===== src/rtl/gen_scheduler.sv =====
// Generation sequencer for the Game-of-Life grid: seed load window, run/pause/step
// mode, interval timer, and arbitration between cursor edits and generation updates.
module gen_scheduler #(
    parameter int unsigned BASE_WAIT   = 'h4_0000,
    parameter int unsigned CNT_W       = 30,
    parameter int unsigned GEN_W       = 16,
    parameter int unsigned LOAD_CYCLES = 100
) (
    input  logic             clk,
    input  logic             reset,
    input  logic             start_btn,
    input  logic             select_btn,
    input  logic [3:0]       speed,
    input  logic             edit_set,
    input  logic             edit_clr,
    output logic             gen_en,
    output logic             load_pattern,
    output logic             edit_en,
    output logic             edit_val,
    output logic             running,
    output logic [GEN_W-1:0] gen_count
);

    localparam int unsigned LOAD_W = $clog2(LOAD_CYCLES + 1);

    typedef enum logic [1:0] {ST_LOAD, ST_PAUSE, ST_RUN, ST_STEP} state_e;

    state_e            state_q, state_d;
    logic [CNT_W-1:0]  timer_q, timer_d;
    logic [CNT_W-1:0]  thresh;
    logic [LOAD_W-1:0] load_cnt_q, load_cnt_d;
    logic [GEN_W-1:0]  gen_count_q, gen_count_d;
    logic              pending_q, pending_d;
    logic              start_q, select_q;
    logic              load_pattern_q, running_q;
    logic              start_edge, select_edge, leave_run, tick, req, edit_req;

    always_comb begin
        state_d     = state_q;
        timer_d     = timer_q;
        load_cnt_d  = load_cnt_q;
        pending_d   = pending_q;
        gen_count_d = gen_count_q;

        start_edge  = start_btn & ~start_q;
        select_edge = select_btn & ~select_q;
        thresh      = CNT_W'(BASE_WAIT) >> speed;
        leave_run   = (state_q == ST_RUN) && start_edge;
        // The RUN->PAUSE cycle issues nothing, including a deferred generation.
        tick        = (state_q == ST_RUN) && (speed != 4'd0) && (timer_q >= thresh) && !leave_run;
        req         = !leave_run && (tick || (state_q == ST_STEP) || pending_q);
        edit_req    = (edit_set | edit_clr) && (state_q != ST_LOAD);

        gen_en      = req && !edit_req && !reset;
        edit_en     = edit_req;
        edit_val    = edit_set & edit_req;

        if (gen_en) begin
            gen_count_d = gen_count_q + GEN_W'(1);
        end

        // At most one generation is deferred behind an edit.
        if (gen_en || leave_run) begin
            pending_d = 1'b0;
        end else if (req && edit_req) begin
            pending_d = 1'b1;
        end

        case (state_q)
            ST_LOAD: begin
                load_cnt_d = load_cnt_q + LOAD_W'(1);
                if (load_cnt_q == LOAD_W'(LOAD_CYCLES - 1)) begin
                    state_d = ST_PAUSE;
                end
            end
            ST_PAUSE: begin
                if (start_edge) begin
                    state_d = ST_RUN;
                    timer_d = '0;
                end else if (select_edge) begin
                    state_d = ST_STEP;
                end
            end
            ST_RUN: begin
                if (leave_run) begin
                    state_d = ST_PAUSE;
                end else if (speed == 4'd0 || tick) begin
                    timer_d = '0;
                end else begin
                    timer_d = timer_q + CNT_W'(1);
                end
            end
            ST_STEP: begin
                if (gen_en) begin
                    state_d = ST_PAUSE;
                end
            end
        endcase
    end

    always_ff @(posedge clk) begin
        if (reset) begin
            state_q        <= ST_LOAD;
            timer_q        <= '0;
            load_cnt_q     <= '0;
            gen_count_q    <= '0;
            pending_q      <= 1'b0;
            start_q        <= 1'b0;
            select_q       <= 1'b0;
            load_pattern_q <= 1'b1;
            running_q      <= 1'b0;
        end else begin
            state_q        <= state_d;
            timer_q        <= timer_d;
            load_cnt_q     <= load_cnt_d;
            gen_count_q    <= gen_count_d;
            pending_q      <= pending_d;
            start_q        <= start_btn;
            select_q       <= select_btn;
            load_pattern_q <= (state_d == ST_LOAD);
            running_q      <= (state_d == ST_RUN);
        end
    end

    assign load_pattern = load_pattern_q;
    assign running      = running_q;
    assign gen_count    = gen_count_q;

endmodule


===== config.mk =====
export PLATFORM = sky130hd
export DESIGN_NAME = gen_scheduler
export DESIGN_NICKNAME = d
export VERILOG_FILES = /design/src/rtl/gen_scheduler.sv
export SDC_FILE = /design/constraint.sdc
export NUM_CORES = 1
export LEC_CHECK = 0
export CAP_MARGIN = 20
export CORE_MARGIN = 4
export CORE_UTILIZATION = 51
export CTS_CLUSTER_SIZE = 40
export DETAILED_ROUTE_END_ITERATION = 8
export PLACE_DENSITY = 0.87
export SLEW_MARGIN = 25
export SYNTH_ARGS = -nofsm -noshare
export SYNTH_HDL_FRONTEND = slang
export SYNTH_SLANG_ARGS = --single-unit

===== constraint.sdc =====
create_clock -name clk -period 2.8 [get_ports clk]
set_input_delay 0.42 -clock clk [delete_from_list [all_inputs] [get_ports clk]]
set_output_delay 0.42 -clock clk [all_outputs]
set_load 0.05 [all_outputs]

# Yosys cells after proc, flatten, opt, wreduce, memory -nomap -nowiden
# Index checks and enable logic that the tools add are counted.
op_classes:
  addsub: 3
  n_lt_le_gt_ge: 1
  eq_ne: 7
  n_shift: 1
  mux: 10
  bitwise_logic: 6
  reduce_logical: 24
op_table:
  columns: ["cell", "n"]
  rows:
  - ["30-bit 2-to-1 mux", 3]
  - ["30-bit case mux with 2 select lines", 1]
  - ["30-bit by 1-bit adder with 30-bit output, second input constant", 1]
  - ["30-bit greater-or-equal comparator", 1]
  - ["19-bit by 4-bit >> shifter with 30-bit output, first input constant", 1]
  - ["16-bit by 1-bit adder with 16-bit output, second input constant", 1]
  - ["2-bit 2-to-1 mux", 5]
  - ["1-bit logical AND", 9]
  - ["2-bit case mux with 4 select lines", 1]
  - ["7-bit by 1-bit adder with 7-bit output, second input constant", 1]
  - ["7-bit == test, second input constant", 1]
  - ["2-bit == test, second input constant", 3]
  - ["2-bit zero test", 2]
  - ["4-bit zero test", 1]
  - ["1-bit logical OR", 4]
  - ["2-bit inequality test, second input constant", 2]
  - ["2-bit nonzero test", 2]
  - ["4-bit nonzero test", 1]
  - ["1-bit AND", 3]
  - ["1-bit zero test", 3]
  - ["3-bit AND reduction", 1]
  - ["2-bit by 1-bit == test with 1-bit output, second input constant", 1]
  - ["1-bit inverter", 2]
  - ["2-bit OR reduction", 1]
  - ["1-bit OR", 1]
totals:
  regBits: 60
  input_bits: 10
  output_inout_bits: 21
  word_cells: 61

# Depth between registers and ports, before layout
# Gate-level depths: netlist of the first run.
logic_depth:
  word_depth: 13
  ltp_mapped: 12

# Worst setup path after synthesis of the first run
# No wires, ideal clock.
synth_path:
  path_type: "input -> output"
  startpoint: "in speed[3]"
  endpoint: "out gen_en"
  t_arrival_ns: 2.384
  required_time_ns: 2.380
  setup_slack_ns: -0.004
  cell_stages: 10
  cell_sequence: "nor2_1 nand2_1 ha_1 nor4b_2 and4_1 nand3_1 o2111ai_2 nand3_2 buf_2 inv_1"
synth_via:
  elab_chain_len: 9
  elab_cells_between_ends: 11
  classes_between: "1 x order compare; 1 x shift; 9 x reduce/logical"
synth_rtl:
  columns: ["element", "line", "rtl"]
  rows:
  - ["from (decl)", "13", "input logic [3:0] speed,"]
  - ["19-bit by 4-bit >> shifter with 30-bit output or 4-bit nonzero test (tied branches)", "47, 50", null]
  - ["30-bit greater-or-equal comparator or 1-bit logical AND (tied branches)", "50", "tick = (state_q == ST_RUN) && (speed != 4'd0) && (timer_q >= thresh) && !leave_run;"]
  - ["1-bit logical AND (*) (2 in a row)", "50", null]
  - ["1-bit logical OR (*) (2 in a row)", "51", "req = !leave_run && (tick || (state_q == ST_STEP) || pending_q);"]
  - ["1-bit logical AND (*)", "51", null]
  - ["1-bit logical AND (*) (2 in a row)", "54", "gen_en = req && !edit_req && !reset;"]
  - ["to (decl)", "16", "output logic gen_en,"]
# Mark *: on every way between the ends. The rest lies on a longest branch, timed or not.

# Final worst setup path of the first run
layout_path:
  startpoint: "in speed[2]"
  endpoint: "out gen_en"
# The elaborated chain is that of the path after synthesis.

==> results of run 1 <==
[critical path, stage by stage]
cell and delay [ns]:
buf_6 0.09, buf_6 0.12, nor2b_4 0.17, nand3_2 0.14
ha_4 0.30, nand4_1 0.17, a211oi_2 0.33, a211oi_4 0.08
o2111ai_4 0.25, nand3_4 0.13, clkinvlp_4 0.12, buf_12 0.13
[routing by layer]
| layer | global-route usage (%) | up-vias | part of all wire [%] |
|---|---|---|---|
| met2 | 38.6 | 107 | 49 |
| met3 | 5.73 | 23 | 5.7 |
| li1 | - | 1423 | - |
| met5 | 0 | - | 0 |
| met4 | 8.49 | 0 | 1.8 |
| met1 | 26.9 | 1411 | 44 |
[cell usage in the layout, fill, tap and decap left out, types with 6 or more instances in the layout]
cell type / synthesis / final
o21ai_0: 11 / 11
inv_1: 9 / 8
dfxtp_1: 60 / 60
clkbuf_8: 0 / 9
and3_1: 19 / 19
o31ai_1: 7 / 7
nand4_1: 8 / 8
a31oi_1: 11 / 11
clkdlybuf4s50_1: 0 / 25
or3_1: 13 / 13
xnor2_1: 7 / 7
and2_1: 10 / 10
nand2_1: 24 / 21
xor2_1: 6 / 6
a22o_1: 7 / 7
buf_4: 0 / 28
a21oi_1: 34 / 33
nor2_1: 23 / 21
nand3_1: 18 / 15
or4_1: 6 / 6
ha_1: 20 / 15
[cell type report]
class / instances / share of cell area, %
clock buffers: 10 / 3.17
clock inverters: 6 / 2.76
inverters: 9 / 0.931
multi-input cells: 269 / 48.4
flip-flops and latches: 60 / 29.8
well taps: 72 / 2.23
repair buffers: 57 / 12.7
[timing repair]
item,CTS,global route
pin swaps,12,11
setup buffers,8,1
gates resized for setup,41,16
setup endpoints to repair,40,15
hold buffers,0,0
[state kept, by name (all words and copies together) (netlist names)]
register,flops
gen_count,16
timer_q,30
load_cnt_q,7
load_pattern,1
start_q,1
state_q,2
pending_q,1
running,1
select_q,1
[synth_stat cells, drive strengths merged, types with 2 or more instances]
cell / instances
dfxtp: 60
a21oi: 34
nand2: 24
nor2: 23
ha: 20
and3: 19
nand3: 19
or3: 13
a31oi: 11
o21ai: 11
and2: 10
inv: 9
nand4: 8
a22o: 7
buf: 7
clkbuf: 7
o31ai: 7
xnor2: 7
nor2b: 6
or4: 6
xor2: 6
and4: 5
nor4: 5
nand4b: 4
a211oi: 3
nand2b: 3
o2111ai: 2
o211ai: 2
o21a: 2
o41ai: 2
[cell families (layout without fill, tap and decap cells)]
logic type,after synthesis,in the layout,synth area share (%)
and+or+nand+nor,147,147,27.0
buffers and inverters,23,82,2.99
adders and majority gates,20,20,8.20
muxes,1,1,0.328
AOI/OAI and AO/OA,88,88,18.4
DFF,60,60,39.4
xor gates and xnor gates,13,13,3.73
[path summary, 6_finish.rpt]
path	slack (ns)	cells past startpoint	startpoint	to
setup reg to reg	0.15	9	timer_q[6]	gen_count[14]
setup / recovery	-0.09	12	speed[2]	gen_en
hold reg to reg	0.44	2	timer_q[28]	timer_q[28]
hold / removal	0.44	2	timer_q[28]	timer_q[28]
[power breakdown]
part / internal (mW) / leakage (nW) / switching (mW)
registers: 0.858 / 0.484 / 0.00353
clock network: 0.593 / 0.117 / 0.363
logic: 0.0657 / 0.981 / 0.0756
total: 1.52 / 1.58 / 0.442
[per-stage QoR]
stage	setup WS (ns)	cell area (um^2)
2_1_floorplan	0.0256	3060
3_3_place_gp	-0.605	3550
3_5_place_dp	-0.747	3550
4_1_cts	-0.0347	3940
5_1_grt	-0.168	4030
6_report	-0.0940	4030
==> metrics.csv, run 1 <==
metric,value,unit
status,"finished, violations left",
violations,setup timing,
fin_util,71.5,%
hold_class,reg2reg,
portBuffers,30,
area_delta_synth_final,32.1,%
critPathLaunchType,input pin,
synthesis.area,0.00305,mm^2
synth.avg_cell_area,8.67,um^2
ys_ff_latch,60,
critical_path_class,in2out,
synth_top_flop_cell,dfxtp_1,
grt_max_degree,38,
peakVddDrop,0.425,mV
drt_iter0_drc,192,
gr-total-overflow,0,
finClkSkew,0.0103,ns
drive_gt1_share,18.2,%
syn_nets,382,
cp-end-kind,primary output,
cp.required,2.38,ns
cts_num_sinks,60,
cap_viol_max_count,0,
cts_buffers,9,
root_buffer,clkbuf_8,
die_h,85.4,um
fin_crit_sh,103,%
clk_pin_slew,0.07,ns
async_reset_ff_share,0,%
ys_seq_area_share,39.4,%
clk_latency,0.35,ns
hold_ws,0.436,ns
yosysTopAreaCellShare,39.4,%
pin_count,31,
fillers,408,
drt_first_pass_iters,4,
yosysTopAreaCell,dfxtp_1,
syn_inst,352,
finalSetupViolCount,8,
finalSetupTns,-0.308,ns
cts_buffer_depth,2,
rsz0062_at_grt,yes,
post_drt_via_cell_ratio,6.14,
num_antenna_cells,0,
antenna_found_initial,0,
fmax,0.346,GHz
grt_pass1_vias,2905,
drt.antenna.violating_nets,0,
die_area,0.00729,mm^2
wl_per_cell,17.1,um
hold_viol_final,0,
dpl.cell_count,459,
synth_area_leaders,"dfxtp_1 39%, ha_1 8.2%, a21oi_1 5.6%, and3_1 3.9%, nand3_1 3.0%",
core,0.00564,mm^2
layout.cells.non_filler,483,
yosysUniqueCellTypes,43,
cts_tree,yes,
initial_core_util,54.1,%
dp_hpwl,5300,um
num_rows,27,
synth_edf_count,0,
totalPowerFinal,1.96,mW
finalWirelength,8280,um
drc_errors,0,
yosysWarningCount,0,
route.vias.total,2964,
leakagePower,1.58,nW
min_period,2.89,ns
nNetsFinal,436,
drv_slew,0,
setup_slack,-0.0940,ns
pwr_density_cell,486,mW/mm^2
grt.total_usage,22.5,%
grt_pass1_wl,13300,um
die_w,85.4,um
path_max_fanout,4,
regArea,0.00120,mm^2
arrival,2.47,ns
place.gp.congestion,0.827,
tightest_slew,0.620,ns
relSlewSlack,58.5,%
htree_levels,3,
multiInputGateArea,0.00195,mm^2
Power figures use the tool's default switching activity.
==> inputs of run 2 (changes only) <==
--- a/config.mk
+++ b/config.mk
@@ -5,7 +5,6 @@
 export SDC_FILE = /design/constraint.sdc
 export NUM_CORES = 1
 export LEC_CHECK = 0
-export CAP_MARGIN = 20
 export CORE_MARGIN = 4
 export CORE_UTILIZATION = 51
 export CTS_CLUSTER_SIZE = 40
==> results of run 2 <==
No change in the layout: final DEF, timing and power equal those of run 1.
